`src/rtl/mem_wr_buffer.sv`:
```
// mem_wr_buffer: store-path FIFO from the controller toward memory.
// Accepts address/data store requests, then drains them one at a time
// over a req/ack handshake, strictly in push order.
module mem_wr_buffer #(
    parameter int unsigned DATA_W = 16,
    parameter int unsigned ADDR_W = 12,
    parameter int unsigned DEPTH  = 4
) (
    input  logic                     Clk,
    input  logic                     Rst_n,
    input  logic                     Store,
    input  logic [ADDR_W-1:0]        Store_Addr,
    input  logic [DATA_W-1:0]        Store_Data,
    output logic                     Buf_Full,
    output logic                     Buf_Empty,
    output logic                     Overflow,
    output logic [$clog2(DEPTH):0]   Pending,
    output logic                     Mem_Wr_Req,
    output logic [ADDR_W-1:0]        Mem_Addr,
    output logic [DATA_W-1:0]        Mem_Wr_Data,
    input  logic                     Mem_Wr_Ack
);

    localparam int unsigned PTR_W = (DEPTH > 1) ? $clog2(DEPTH) : 1;
    localparam int unsigned CNT_W = $clog2(DEPTH) + 1;

    typedef enum logic {
        ST_IDLE = 1'b0,
        ST_REQ  = 1'b1
    } state_e;

    state_e             state_q, state_d;
    logic [PTR_W-1:0]   wr_ptr_q, wr_ptr_d;
    logic [PTR_W-1:0]   rd_ptr_q, rd_ptr_d;
    logic [CNT_W-1:0]   count_q, count_d;
    logic               ovf_q, ovf_d;
    logic               req_q, req_d;
    logic [ADDR_W-1:0]  addr_q, addr_d;
    logic [DATA_W-1:0]  data_q, data_d;
    logic               full_q, full_d;
    logic               empty_q, empty_d;

    logic [ADDR_W-1:0]  addr_mem_q [DEPTH];
    logic [DATA_W-1:0]  data_mem_q [DEPTH];

    logic               pop_c;
    logic               push_ok_c;
    logic               not_full_c;

    // Handshake qualifiers: a pop is an ack seen while a transfer is active
    always_comb begin
        not_full_c = (count_q != CNT_W'(DEPTH));
        pop_c      = (state_q == ST_REQ) && Mem_Wr_Ack;
        push_ok_c  = Store && (not_full_c || pop_c);
    end

    // Next-state and registered-output computation
    always_comb begin
        state_d  = state_q;
        wr_ptr_d = wr_ptr_q;
        rd_ptr_d = rd_ptr_q;
        count_d  = count_q;
        ovf_d    = ovf_q;
        req_d    = req_q;
        addr_d   = addr_q;
        data_d   = data_q;

        if (push_ok_c) begin
            wr_ptr_d = wr_ptr_q + PTR_W'(1);
        end else if (Store) begin
            ovf_d = 1'b1;
        end

        case ({push_ok_c, pop_c})
            2'b10:   count_d = count_q + CNT_W'(1);
            2'b01:   count_d = count_q - CNT_W'(1);
            default: count_d = count_q;
        endcase

        case (state_q)
            ST_IDLE: begin
                if (count_q != '0) begin
                    state_d = ST_REQ;
                    req_d   = 1'b1;
                    addr_d  = addr_mem_q[rd_ptr_q];
                    data_d  = data_mem_q[rd_ptr_q];
                end
            end
            ST_REQ: begin
                if (Mem_Wr_Ack) begin
                    state_d  = ST_IDLE;
                    req_d    = 1'b0;
                    rd_ptr_d = rd_ptr_q + PTR_W'(1);
                end
            end
            default: begin
                state_d = ST_IDLE;
                req_d   = 1'b0;
            end
        endcase

        full_d  = (count_d == CNT_W'(DEPTH));
        empty_d = (count_d == '0) && (state_d == ST_IDLE);
    end

    // State and control registers
    always_ff @(posedge Clk or negedge Rst_n) begin
        if (!Rst_n) begin
            state_q  <= ST_IDLE;
            wr_ptr_q <= '0;
            rd_ptr_q <= '0;
            count_q  <= '0;
            ovf_q    <= 1'b0;
            req_q    <= 1'b0;
            addr_q   <= '0;
            data_q   <= '0;
            full_q   <= 1'b0;
            empty_q  <= 1'b1;
        end else begin
            state_q  <= state_d;
            wr_ptr_q <= wr_ptr_d;
            rd_ptr_q <= rd_ptr_d;
            count_q  <= count_d;
            ovf_q    <= ovf_d;
            req_q    <= req_d;
            addr_q   <= addr_d;
            data_q   <= data_d;
            full_q   <= full_d;
            empty_q  <= empty_d;
        end
    end

    // Entry storage; contents need no reset since count gates every read
    always_ff @(posedge Clk) begin
        if (push_ok_c) begin
            addr_mem_q[wr_ptr_q] <= Store_Addr;
            data_mem_q[wr_ptr_q] <= Store_Data;
        end
    end

    assign Buf_Full    = full_q;
    assign Buf_Empty   = empty_q;
    assign Overflow    = ovf_q;
    assign Pending     = count_q;
    assign Mem_Wr_Req  = req_q;
    assign Mem_Addr    = addr_q;
    assign Mem_Wr_Data = data_q;

endmodule
```
`config.mk`:
```
export PLATFORM = sky130hd
export DESIGN_NAME = mem_wr_buffer
export DESIGN_NICKNAME = d
export VERILOG_FILES = /design/src/rtl/mem_wr_buffer.sv
export SDC_FILE = /design/constraint.sdc
export NUM_CORES = 1
export LEC_CHECK = 0
export BUFFER_PORTS_ARGS = -buffer_cell sky130_fd_sc_hd__buf_4
export CAP_MARGIN = 20
export CORE_MARGIN = 2
export CORE_UTILIZATION = 35
export CTS_CLUSTER_SIZE = 25
export DETAILED_ROUTE_END_ITERATION = 12
export PLACE_DENSITY = 0.56
export SYNTH_ARGS = -nofsm -noshare
export SYNTH_HDL_FRONTEND = slang
export SYNTH_SLANG_ARGS = --single-unit
```
`constraint.sdc`:
```
create_clock -name Clk -period 2.7 [get_ports Clk]
set_input_delay 0.27 -clock Clk [delete_from_list [all_inputs] [get_ports Clk]]
set_output_delay 0.27 -clock Clk [all_outputs]
set_load 0.05 [all_outputs]
```
==> flow_results.org <==
** Timing
- Setup repair after global routing left no endpoint under its margin.
- The hold violation count in the final report came to 0.
- # setup viols final :: 0
- Setup TNS :: 0 ns
- Relative slew slack :: 47.7%
- Clock period minus final worst setup slack :: 2.04 ns
- Timing would allow up to 490 MHz.
- For the pin with the worst max-slew slack, the measured transition is 0.785 ns.
- Dividing the final minimum period by the clock period gives 75.6%.
- Number of pins exceeding their max-slew limit in the final report :: 0
- For the final database, setup skew stands at 0.00824 ns.
- Final hold slack :: roughly 0.057 ns

** Logic synthesis
- In this run, synthesis inferred 112 flip-flops with an integrated enable.
- Of the synthesized area, sequential elements account for 74.0%.
- Mean area per synthesized cell :: roughly 21 um2
- Sorting the synthesized cells by area gives the leading types as edfxtp_1 (57%), dfrtp_1 (17%), mux4_2 (11%).
- Synth Area in Adders :: 1.19%
- Proportion of synthesized area in mux cells :: between 15 and 20%
- Synthesis instantiated 41 different standard cells from the library.
- Among all flip-flop cells after synthesis, the most frequent one is edfxtp_1.
- Summing the areas of all compound-gate instances in the mapped netlist gives 2.42% of the synthesized area.
- Synthesis produced a netlist whose cell count is 280.
- Post-Synth XOR/XNOR Area :: 0.743%
- Cell type contributing the most total cell area after synthesis :: edfxtp_1
- Post-Synth Simple-Gate Area :: roughly 2.5%
- Syn. warnings :: 0
- Area share of the largest cell type after synthesis :: 57.0%
- Combined area of all synthesized cells :: just under 6000 um2
- In the synthesized netlist the async set-or-reset flop fraction comes to 26.3%.
- By area, the combinational part of the netlist is dominated by multiplexers.
- The number of nets handed over by synthesis was 317.
- In this run, synthesis produced a sequential element count of 152.

** Clock network
- H-Tree Level Count :: 4
- CTS root buffer :: clkbuf_16
- The longest clock path from root to sink contains 2 buffers.
- TritonCTS built the clock tree.
- The later pin in the worst-skew pair is clocked with a latency of just over 0.4 ns.
- Number of clock sinks :: approximately 150
- Post-CTS timing repair inserted 0 buffers for setup.
- In this run, CTS created clock tree buffers numbering 17.
- After clock tree synthesis, the clock-pin slew on the worst setup and hold paths is 0.06 ns.

** Place
- Detailed placer's ending HPWL :: 6380 um
- The count of buffers added on input and output ports is 66.
- Routability congestion estimate :: 0.744
- Summing all placed instances gives a cell area of 6690 um2.

** GRT
- In the global route stage, met2 resource usage came out at 19.8%.
- In this run the most used layer during global routing was met2.
- Overall Global Routing Usage :: 12.7%
- The first global-routing pass estimated about 17,000 um of wire.
- Global routing used 16.7% of the available met1 tracks.
- Number of global-route vias before repair :: 2,959
- Entering global routing, the biggest net connects 41 pins.
- Initial antenna violation count :: 0
- Global routing used roughly 4.5% of the available met3 tracks.
- After global routing the overflow that remains totals 0.

** Routing
- The first TritonRoute pass finished after 4 iterations.
- Per-cell routed wire length :: 17.7 um
- DRC violations left :: 0
- Number of nets with antenna violations after routing :: 0
- Vias :: 2,814
- Avg Vias per Cell :: roughly 4.8
- After detailed routing, the total wire length is approximately 10,000 um.
- First DRT Iteration DRCs :: 170

** Power
- Static leakage :: 2.69 nW
- Worst supply voltage drop on vdd :: 0.000526 V
- In this run the power density over the cells is between 1000 and 1500 nW/um2.

** Die
- The floorplan step set the die height to 134 um.
- The floorplan step set the die width to ~130 um.
- Ports placed on the boundary :: 67
- The region available for standard cell placement spans about 17,000 um2.
- Starting Density :: between 30% and 40%
- The die covers 17,900 um2.
- Total number of placement rows :: 47

** Min path
- Number of instances on the worst hold path :: 1
- In this run the worst hold path is classified as in -> reg.
- Hold Path Sink :: addr_mem_q[2][9]
- The worst hold path begins at Store_Addr[9].

** Run status
- The flow ran to the end, and the final reports show no timing, DRC or antenna violations.

** Finish
- Area Growth Syn to Fin :: 25.0%
- The final layout contains ~400 nets.
- Fraction of final layout cells sized beyond drive strength 1 :: between 40% and 50%
- Antenna diode count :: 0
- The finished cells cover between 7000 and 8000 um2.
- Filler cell count in the final layout :: 1,445

** Worst setup path
- Arrival time of the worst setup path :: 2.35 ns
- Along the worst path, the maximum fanout reaches 11.
- The worst setup path is captured at a register.
- Kind of start point of the critical path :: register
- Worst EP required :: 3.01 ns
- In this run the critical register-to-register path is captured at Buf_Empty.
- Length in cells of the worst reg-to-reg path :: 5
- Worst R2R Setup Slack :: around 0.66 ns
- RR Startpoint :: Pending[0]
- The worst setup path is of the reg -> reg kind.

** Job
- The tool flagged a number of max-cap violations equal to 0.
## power by group
part	switching, mW	leakage (nW)	internal, mW	total (mW)
Combinational	1.81	0.883	1.41	3.23
Clock	0.884	0.318	1.76	2.65
Sequential	0.441	1.49	3.19	3.64
Total	3.14	2.69	6.37	9.51
## what timing repair did
action / in CTS / in global routing
hold buffers: 1 / 0
endpoints found under the hold margin: 39 / 0
resized for setup: 0 / 0
## how the worst max path moves through the flow
stage	start	to	slack (ns)	cells past startpoint
4_1_cts	Pending[0]	Buf_Empty	0.66	5
3_5_place_dp	Pending[0]	Buf_Empty	0.68	5
6_report	Pending[0]	Buf_Empty	0.66	5
5_1_grt	Pending[0]	Buf_Empty	0.50	5
2_1_floorplan	Pending[2]	addr_mem_q[0][0]	0.38	4
3_3_place_gp	Pending[0]	Buf_Empty	0.73	5
## logic make-up after synthesis
| group | Yosys count |
|---|---|
| flip-flops | 152 |
| multiplexers | 58 |
| AND/OR/NAND/NOR | 24 |
| buffers and inverters | 19 |
| AO/OA/AOI/OAI | 17 |
| XOR/XNOR | 5 |
| adder cells (fa/ha/maj) | 5 |
## per-stage QoR
| stage | cells | total power, mW | utilization [%] | worst slack (ns) |
|---|---|---|---|---|
| 3_5_place_dp | 559 | 6.98 | 40.5 | 0.678 |
| 2_1_floorplan | 280 | 6.01 | - | 0.380 |
| 4_1_cts | 592 | 9.66 | 44.6 | 0.660 |
| 6_report | 592 | 9.51 | 44.6 | 0.659 |
| 5_1_grt | 592 | 9.98 | 44.6 | 0.499 |
| 3_3_place_gp | 559 | 6.93 | 40.5 | 0.727 |
## registers in the layout, indices dropped and copies added (netlist names)
name	cells
Mem_Wr_Req	1
Mem_Addr	12
Mem_Wr_Data	16
state_q	1
Pending	3
Overflow	1
data_mem_q	64
addr_mem_q	48
Buf_Empty	1
rd_ptr_q	2
Buf_Full	1
wr_ptr_q	2
## layout make-up
type / count / area, um2 / share of cell area (%)
sequential: 152 / 4370 / 59.3
clock inverter: 11 / 218 / 2.96
clock buffer: 21 / 450 / 6.11
multi-input combinational: 109 / 1420 / 19.2
tap: 220 / 275 / 3.74
inverter: 5 / 18.8 / 0.255
timing repair buffer: 74 / 621 / 8.42
## cell usage after synthesis, types with 2 or more instances
cell type / instances
a21o_1: 2
and2_1: 6
buf_2: 5
buf_6: 6
clkbuf_1: 2
dfrtp_1: 39
edfxtp_1: 112
ha_1: 4
inv_1: 5
mux2_2: 19
mux2_4: 9
mux4_2: 28
nand2_1: 3
nand2b_1: 4
nor2_1: 3
nor3_1: 2
o211ai_1: 2
o32ai_1: 2
xnor2_1: 5
## worst max-delay path: stages, from the launching register on
cell and delay, ns:
dfrtp_1 0.54, inv_1 0.14, fa_1 0.64, nand2_1 0.09, a21o_1 0.18, a2111oi_2 0.34
## cells in the final DEF, fill, tap and decap left out, types with 3 or more instances in the layout
| cell type | count |
|---|---|
| and2_2 | 4 |
| buf_12 | 5 |
| buf_4 | 68 |
| bufinv_16 | 6 |
| clkbuf_1 | 3 |
| clkbuf_16 | 17 |
| dfrtp_1 | 37 |
| edfxtp_1 | 112 |
| ha_1 | 4 |
| inv_1 | 5 |
| mux2_2 | 19 |
| mux2_4 | 9 |
| mux4_2 | 28 |
| nand2_1 | 3 |
| nand2b_1 | 4 |
| xnor2_1 | 5 |
## layer usage
| layer | up-vias | wire length [um] |
|---|---|---|
| li1 | 1268 | - |
| met1 | 1460 | 4590 |
| met2 | 75 | 5190 |
| met3 | 11 | 566 |
| met4 | 0 | 125 |
| met5 | - | 0 |
Power figures use the tool's default switching activity.
